===== config.mk =====
export PLATFORM = sky130hd
export DESIGN_NAME = fadd_pipe
export DESIGN_NICKNAME = d
export VERILOG_FILES = /design/src/rtl/fadd_pipe.sv
export SDC_FILE = /design/constraint.sdc
export NUM_CORES = 1
export LEC_CHECK = 0
export ABC_AREA = 1
export CAP_MARGIN = 20
export CORE_MARGIN = 1
export CORE_UTILIZATION = 57
export CTS_BUF_LIST = sky130_fd_sc_hd__clkbuf_2 sky130_fd_sc_hd__clkbuf_4 sky130_fd_sc_hd__clkbuf_8
export CTS_CLUSTER_SIZE = 10
export DETAILED_ROUTE_END_ITERATION = 10
export GPL_TIMING_DRIVEN = 1
export PLACE_DENSITY = 0.8
export SYNTH_ARGS = -nofsm -noshare
export SYNTH_HDL_FRONTEND = slang
export SYNTH_SLANG_ARGS = --single-unit

===== constraint.sdc =====
create_clock -name clk -period 13.2 [get_ports clk]
set_clock_uncertainty 0.15 [all_clocks]
set_input_delay 2.64 -clock clk [delete_from_list [all_inputs] [get_ports clk]]
set_output_delay 2.64 -clock clk [all_outputs]
set_load 0.02 [all_outputs]

===== src/rtl/fadd_pipe.sv =====
// rtl/fadd_pipe.sv - 3-stage pipelined floating-point adder/subtractor with RNE rounding
// Stages: unpack/align -> add -> normalise/round/pack; one global enable stalls all stages.
module fadd_pipe #(
  parameter int EXP_W = 8,
  parameter int MAN_W = 23,
  parameter int W     = EXP_W + MAN_W + 1
) (
  input  logic         clk,
  input  logic         rstn,
  input  logic         in_valid,
  output logic         in_ready,
  input  logic [W-1:0] x1,
  input  logic [W-1:0] x2,
  input  logic         sub,
  output logic         out_valid,
  input  logic         out_ready,
  output logic [W-1:0] y,
  output logic         ovf,
  output logic         unf,
  output logic         nan
);
  // aligned mantissa: hidden bit, stored mantissa, guard, round, sticky
  localparam int MX = MAN_W + 4;
  localparam int ES = EXP_W + 8;
  localparam int SW = $clog2(MX + 1);
  localparam logic [EXP_W-1:0] EMAX   = '1;
  localparam logic [ES-1:0]    EMAX_X = {{(ES-EXP_W){1'b0}}, EMAX};
  localparam logic [W-1:0]     QNAN   = {1'b0, EMAX, 1'b1, {(MAN_W-1){1'b0}}};

  logic en;
  assign en       = !out_valid || out_ready;
  assign in_ready = en;

  logic             a_s, b_s, a_z, b_z, a_inf, b_inf, a_nan, b_nan, swap, sticky;
  logic [W-2:0]     a_mag, b_mag, big_mag, sml_mag;
  logic [EXP_W-1:0] big_e, sml_e;
  logic [MX-1:0]    big_m, sml_m, sml_sh, sml_al;
  logic [SW-1:0]    shamt;
  int               ed;

  always_comb begin
    a_s   = x1[W-1];
    b_s   = x2[W-1] ^ sub;
    a_z   = x1[W-2:MAN_W] == '0;
    b_z   = x2[W-2:MAN_W] == '0;
    a_inf = (x1[W-2:MAN_W] == EMAX) && (x1[MAN_W-1:0] == '0);
    b_inf = (x2[W-2:MAN_W] == EMAX) && (x2[MAN_W-1:0] == '0);
    a_nan = (x1[W-2:MAN_W] == EMAX) && (x1[MAN_W-1:0] != '0);
    b_nan = (x2[W-2:MAN_W] == EMAX) && (x2[MAN_W-1:0] != '0);
    a_mag = a_z ? '0 : x1[W-2:0];
    b_mag = b_z ? '0 : x2[W-2:0];
    swap    = b_mag > a_mag;
    big_mag = swap ? b_mag : a_mag;
    sml_mag = swap ? a_mag : b_mag;
    big_e   = big_mag[W-2:MAN_W];
    sml_e   = sml_mag[W-2:MAN_W];
    big_m   = {|big_e, big_mag[MAN_W-1:0], 3'b000};
    sml_m   = {|sml_e, sml_mag[MAN_W-1:0], 3'b000};
    ed      = int'(big_e) - int'(sml_e);
    shamt   = (ed > MX - 1) ? SW'(MX - 1) : SW'(ed);
    sml_sh  = sml_m >> shamt;
    sticky  = 1'b0;
    for (int i = 0; i < MX; i++) begin
      if ((i < int'(shamt)) && sml_m[i]) sticky = 1'b1;
    end
    sml_al = {sml_sh[MX-1:1], sml_sh[0] | sticky};
  end

  logic             v1, s1_sign, s1_op, s1_nan, s1_inf, s1_inf_s, s1_zs;
  logic [EXP_W-1:0] s1_e;
  logic [MX-1:0]    s1_big, s1_sml;

  always_ff @(posedge clk or negedge rstn) begin
    if (!rstn) begin
      v1 <= 1'b0; s1_sign <= 1'b0; s1_op <= 1'b0; s1_nan <= 1'b0;
      s1_inf <= 1'b0; s1_inf_s <= 1'b0; s1_zs <= 1'b0;
      s1_e <= '0; s1_big <= '0; s1_sml <= '0;
    end else if (en) begin
      v1       <= in_valid;
      s1_sign  <= swap ? b_s : a_s;
      s1_op    <= a_s ^ b_s;
      s1_nan   <= a_nan || b_nan || (a_inf && b_inf && (a_s != b_s));
      s1_inf   <= a_inf || b_inf;
      s1_inf_s <= a_inf ? a_s : b_s;
      // exact zero is -0 only when both operands are negative zeros
      s1_zs    <= a_s & b_s;
      s1_e     <= big_e;
      s1_big   <= big_m;
      s1_sml   <= sml_al;
    end
  end

  logic             v2, s2_sign, s2_nan, s2_inf, s2_inf_s, s2_zs;
  logic [EXP_W-1:0] s2_e;
  logic [MX:0]      s2_sum;

  always_ff @(posedge clk or negedge rstn) begin
    if (!rstn) begin
      v2 <= 1'b0; s2_sign <= 1'b0; s2_nan <= 1'b0; s2_inf <= 1'b0;
      s2_inf_s <= 1'b0; s2_zs <= 1'b0; s2_e <= '0; s2_sum <= '0;
    end else if (en) begin
      v2       <= v1;
      s2_sign  <= s1_sign;
      s2_nan   <= s1_nan;
      s2_inf   <= s1_inf;
      s2_inf_s <= s1_inf_s;
      s2_zs    <= s1_zs;
      s2_e     <= s1_e;
      s2_sum   <= s1_op ? ({1'b0, s1_big} - {1'b0, s1_sml})
                        : ({1'b0, s1_big} + {1'b0, s1_sml});
    end
  end

  logic                 found, rup, ovf_d, unf_d, nan_d;
  logic [SW-1:0]        lz;
  logic [MX-1:0]        nrm;
  logic [MAN_W+1:0]     rnd;
  logic [MAN_W-1:0]     man_r;
  logic signed [ES-1:0] e_base, e_n;
  logic [W-1:0]         y_d;

  always_comb begin
    lz    = '0;
    found = 1'b0;
    for (int i = MX - 1; i >= 0; i--) begin
      if (!found) begin
        if (s2_sum[i]) found = 1'b1;
        else           lz    = lz + SW'(1);
      end
    end
    e_base = {{(ES-EXP_W){1'b0}}, s2_e};
    if (s2_sum[MX]) begin
      nrm = {s2_sum[MX:2], s2_sum[1] | s2_sum[0]};
      e_n = e_base + ES'(1);
    end else begin
      nrm = s2_sum[MX-1:0] << lz;
      e_n = e_base - {{(ES-SW){1'b0}}, lz};
    end
    rup = nrm[2] & (nrm[1] | nrm[0] | nrm[3]);
    rnd = {1'b0, nrm[MX-1:3]} + {{(MAN_W+1){1'b0}}, rup};
    if (rnd[MAN_W+1]) begin
      man_r = rnd[MAN_W:1];
      e_n   = e_n + ES'(1);
    end else begin
      man_r = rnd[MAN_W-1:0];
    end

    y_d   = '0;
    ovf_d = 1'b0;
    unf_d = 1'b0;
    nan_d = 1'b0;
    if (s2_nan) begin
      y_d   = QNAN;
      nan_d = 1'b1;
    end else if (s2_inf) begin
      y_d = {s2_inf_s, EMAX, {MAN_W{1'b0}}};
    end else if (s2_sum == '0) begin
      y_d = {s2_zs, {(W-1){1'b0}}};
    end else if (!e_n[ES-1] && ($unsigned(e_n) >= EMAX_X)) begin
      y_d   = {s2_sign, EMAX, {MAN_W{1'b0}}};
      ovf_d = 1'b1;
    end else if (e_n[ES-1] || (e_n == '0)) begin
      y_d   = {s2_sign, {(W-1){1'b0}}};
      unf_d = 1'b1;
    end else begin
      y_d = {s2_sign, e_n[EXP_W-1:0], man_r};
    end
  end

  always_ff @(posedge clk or negedge rstn) begin
    if (!rstn) begin
      out_valid <= 1'b0; y <= '0; ovf <= 1'b0; unf <= 1'b0; nan <= 1'b0;
    end else if (en) begin
      out_valid <= v2;
      y         <= y_d;
      ovf       <= ovf_d;
      unf       <= unf_d;
      nan       <= nan_d;
    end
  end
endmodule

# Word-level counts from Yosys, hierarchy flattened
# Index checks and enable logic that the tools add are counted.
[classes]
div_mod_pow = 0
add_sub_neg = 33
muxes = 155
n_shift = 2
eq_ne = 3
n_reduce_logical = 48
bitwise = 8
n_mul = 0
order_cmp = 27
[op_table]
columns = ["op", "count"]
rows = [
  ["5-bit two-way mux", 53],
  ["31-bit two-way mux", 6],
  ["5-bit by 1-bit adder with 5-bit output (second input constant)", 26],
  ["32-bit two-way mux", 3],
  ["1-bit two-way mux", 88],
  ["5-bit less-than comparator (first input constant)", 11],
  ["23-bit logical NOT", 2],
  ["23-bit nonzero test", 2],
  ["4-bit by 5-bit less-than comparator with 1-bit output (first input constant)", 8],
  ["16-bit two-way mux", 2],
  ["31-bit greater-than comparator", 1],
  ["1-bit logical AND", 31],
  ["27-bit by 27-bit adder with 28-bit output", 1],
  ["28-bit logical NOT", 1],
  ["28-bit two-way mux", 1],
  ["27-bit by 27-bit subtractor with 28-bit output", 1],
  ["27-bit two-way mux", 1],
  ["27-bit by 5-bit << shifter with 27-bit output", 1],
  ["27-bit by 5-bit right shift with 27-bit output", 1],
  ["24-bit by 1-bit adder with 25-bit output", 1],
  ["23-bit two-way mux", 1],
  ["3-bit by 5-bit less-than comparator with 1-bit output (first input constant)", 4],
  ["16-bit by 2-bit adder with 16-bit output (second input constant)", 1],
  ["8-bit equality test (second input constant)", 2],
  ["15 further kinds", 27],
]
[word_totals]
n_memories = 0
mem_bits_rw = 0
latch_bits = 0
rom_bits = 0
ff_bits = 144

# Depth between registers and ports, before layout
[depth]
ltp_word = 93
mapped_depth = 104
ltp_nobuf = 102

# Worst setup path after synthesis
# Ideal clock, no wire load.
[synth_path]
path_kind = "register to register"
from = "reg s2_sum[25]"
to = "reg y[22]"
setup_time_ps = 120
path_buffers = 3
slack_ps = 249
arrival_time_ps = 12680
stages_incl_launch_ff = 93
synth_period_minus_slack_ps = 12951
path_cell_list = "dfrtp_1 > inv_1 > a21oi_1 > ha_1 > inv_1 > a21oi_1 > ha_1 > inv_1 > nand2_1 > nand2_1 > o21ai_1 > nand2_1 > ha_1 > nand2_1 > nand2_1 > nand3_1 > nand2_1 > xor2_1 > [57 not listed] > fa_1 > xor2_1 > o21ai_0 > inv_1 > nor3_1 > nand4_1 > xor2_1 > nand4_1 > nand2_1 > inv_1 > nand2_1 > nor2_1 > nand3_4 > nand2_4 > nor2_8 > buf_8 > nand2_1 > nand2_1"
[synth_between]
elab_chain_len = 91
[synth_rtl]
columns = ["element", "line_no", "rtl"]
rows = [
  ["start, declared", "95", "logic [MX:0] s2_sum;"],
  ["start signal, assigned", "109", "s2_sum <= s1_op ? ({1'b0, s1_big} - {1'b0, s1_sml})"],
  ["parallel branches: the longest is 88 deep, another holds 5-bit by 1-bit adder with 5-bit output", "--", ""],
  ["32-bit two-way mux *", "157", "end else if (s2_sum == '0) begin"],
  ["32-bit two-way mux *", "155", "end else if (s2_inf) begin"],
  ["32-bit two-way mux *", "152", "if (s2_nan) begin"],
  ["end signal, assigned", "175", "y <= y_d;"],
  ["end, declared", "17", "output logic [W-1:0] y,"],
]
# Every way passes the cells marked *.
# A chain may end at the register's enable or synchronous reset.

# Worst setup path in the final report
[layout_path]
from = "reg s2_sum[25]"
to = "reg y[26]"
# Same word-level chain as after synthesis.

==> impl_metrics.toml <==
[timing]
worst_slew_pin_slew_ps = 985
setup_slack_ps = 141
hold_viol_final = 0
fin_crit_ps = 13060
finalSetupTns_ps = 0
period_share = 0.989
finalSetupViolCount = 0
fmax_mhz = 76.6
relSlewSlack = 0.342
drv_slew = 0

[worst_hold_path]
hold_start = "v2"
min_path_cells = 2
hold_path_class = "flop to flop"
worstHoldEndpoint = "out_valid"

[synth]
yosys_warnings = 0
synth_edf_count = 0
yosysSeqAreaShare = 0.212
synth_fp_nets = 2922
synthDistinctLibCells = 71
synthCells = 2738
synth_top_flop_cell = "dfrtp_1"
synthArstFlopShare = 1.00
syn_area_per_cell_um2 = 6.21
syn_area_um2 = 17000
yosys_register_bits = 144

[placement]
place_congestion = 1.03
dp.cells = 3199
pre_cts_slack_ps = -562
place.port_buffers = 105
hpwl_um = 41700

[pwr]
finalPower_w = 0.00508
cellLeakagePower_nw = 10.1
power_density_nw_per_um2 = 254
vdd_drop_max_mv = 0.108

[critical_path]
cp_top_family = "simple AND/OR/NAND/NOR gates"
crit_slowest_cell = "dfrtp_1"
cp_max_fo = 9
critPathLaunchType = "flop"
r2r-start = "s2_sum[25]"
r2r_end = "y[26]"
reg2reg_slack_ps = 140
cpMostUsedCell = "nand2_1"
cp-end-kind = "flop"
worstRegToRegCells = 93
crit_type = "flop to flop"
crit_buf_inv = 17
arrival_ps = 13330
worstPathRequired_ps = 13470
max_stage_delay_ps = 430

[drt]
viasPerCell = 5.79
wl_per_cell_um = 17.0
firstDrtPassIters = 9
remaining_drc_errors = 1
wl_um = 55700
vias = 19004
first_iter_violations = 1930
ant_nets = 0

[clock_tree]
clk_pin_slew_ps = 100
clock_latency_ps = 490
clock-sinks = 144
h-tree-depth = 4
cts_hold_buf = 0
cts_tree = "done"
root_buffer = "clkbuf_8"
ctsLongestPathBuffers = 2
cts_made_buffers = 17

[grt]
grt_usage = 0.347
antenna_found_initial = 0
grt_pass1_vias = 17620
grt_max_degree = 110
overflow = 0
grt_pass1_wl_um = 85700

[die]
start_util = 0.586
die_w_um = 175
io_pins = 106
rows = 62
die-area_um2 = 30500
die_h_um = 175
core_area_um2 = 29000

[final_layout]
final_common_cell = "nand2_1"
fin_nets = 3072
area_growth_pct = 17.8
fin_util = 0.690
antenna_cells = 0
final_cells = 3285
mostFrequentLayoutCells = "nand2_1 (779), inv_1 (318), o21ai_0 (292)"
fillCellCount = 2486
drive_above_1_share = 0.158

[status]
status = "complete, but fails checks"
failed_checks = "DRC"

[flow_run]
drv_cap = 0
how the worst max path moves through the flow:
| stage | startpoint | endpoint | depth (start not counted) |
|---|---|---|---|
| 6_report | s2_sum[25] | y[26] | 93 |
| 3_5_place_dp | s2_sum[25] | y[21] | 94 |
| 3_3_place_gp | s2_sum[25] | y[19] | 93 |
| 5_1_grt | s2_sum[25] | y[1] | 95 |
| 2_1_floorplan | s2_sum[25] | y[22] | 92 |
| 4_1_cts | s2_sum[25] | y[14] | 95 |
layer usage:
layer | vias to the layer above | part of all wire | GRT usage
met1 | 8754 | 0.42 | 0.434
met2 | 843 | 0.47 | 0.586
met5 | - | 0 | 0
li1 | 9217 | - | -
met4 | 0 | 0.054 | 0.191
met3 | 190 | 0.062 | 0.0342
worst min-delay path, cell delays in order (launching register included):
cell and delay (ps):
dfrtp_1 330, inv_1 50, nand2_1 60
stage by stage:
| stage | hold WS [ps] | cell area, um^2 |
|---|---|---|
| final | 326 | 20000 |
| after global routing | 361 | 20000 |
| after CTS | 331 | 19200 |
| after detailed placement | 308 | 18600 |
| after global placement | 289 | 18600 |
| after floorplan | 270 | 17000 |
logic make-up after synthesis:
group	after synthesis	share of synthesized area
xor+xnor	74	0.0410
mux	3	0.00177
buf+inv	477	0.115
fa+ha+maj	115	0.0855
flops	144	0.212
simple gates	1363	0.363
compound gates	562	0.182
cells in the mapped netlist, types with 3 or more instances:
library cell	count	area, um^2
o311ai_0	6	52.6
o21ai_0	307	1540
xnor2_1	18	158
buf_2	4	20.0
inv_2	36	135
clkbuf_1	67	251
a21oi_1	105	526
nor2_2	13	81.3
buf_4	12	90.1
inv_1	331	1240
nand3_2	16	160
nor2_1	190	713
nand3_1	138	691
nor2_8	7	140
nand4_1	37	231
o22ai_1	26	163
nand2_1	811	3040
o221ai_1	7	61.3
dfrtp_1	144	3600
nor2_4	19	214
buf_1	3	11.3
buf_6	10	113
o21ai_1	38	190
nand3b_1	3	22.5
xor2_1	51	447
a31oi_1	17	106
nor4_1	20	125
or2_2	10	62.6
ha_1	113	1410
nand2_4	10	113
a22oi_1	3	22.5
inv_4	4	25.0
o2111ai_1	3	26.3
o31ai_1	11	82.6
xnor2_2	3	48.8
a211oi_1	6	45.0
nand2_2	40	250
clkinv_1	6	22.5
nand3_4	3	52.6
o21ai_2	8	70.1
mux2i_1	3	30.0
o21bai_1	10	75.1
nor3_1	35	175
o211ai_1	4	30.0
area by class of cell:
class                   count  area, um^2  share of cell area
clock inverters            14         173             0.00862
multi-input cells        2120       12100               0.603
clock buffers              18         241              0.0121
repair buffers            228        2020               0.101
well taps                 384         480              0.0240
inverters                 377        1430              0.0714
flip-flops and latches    144        3600               0.180
sequential cells by signal (all words and copies together) (netlist names), 8 cells and up:
register,cells
y,32
s2_sum,28
s1_sml,27
s1_big,24
s1_e,8
s2_e,8
what timing repair did:
item / 4_1_cts / 5_1_grt
buffers inserted: 21 / 30
endpoints found under the setup margin: 33 / 33
pin swaps: 28 / 105
cloned: 1 / 2
gates resized for setup: 29 / 135
report_power, final:
group | switching [W] | internal, W | total, W
clock network | 0.000202 | 0.000177 | 0.000379
registers | 0.000209 | 0.000612 | 0.000821
logic | 0.00243 | 0.00145 | 0.00388
Power figures use the tool's default switching activity.
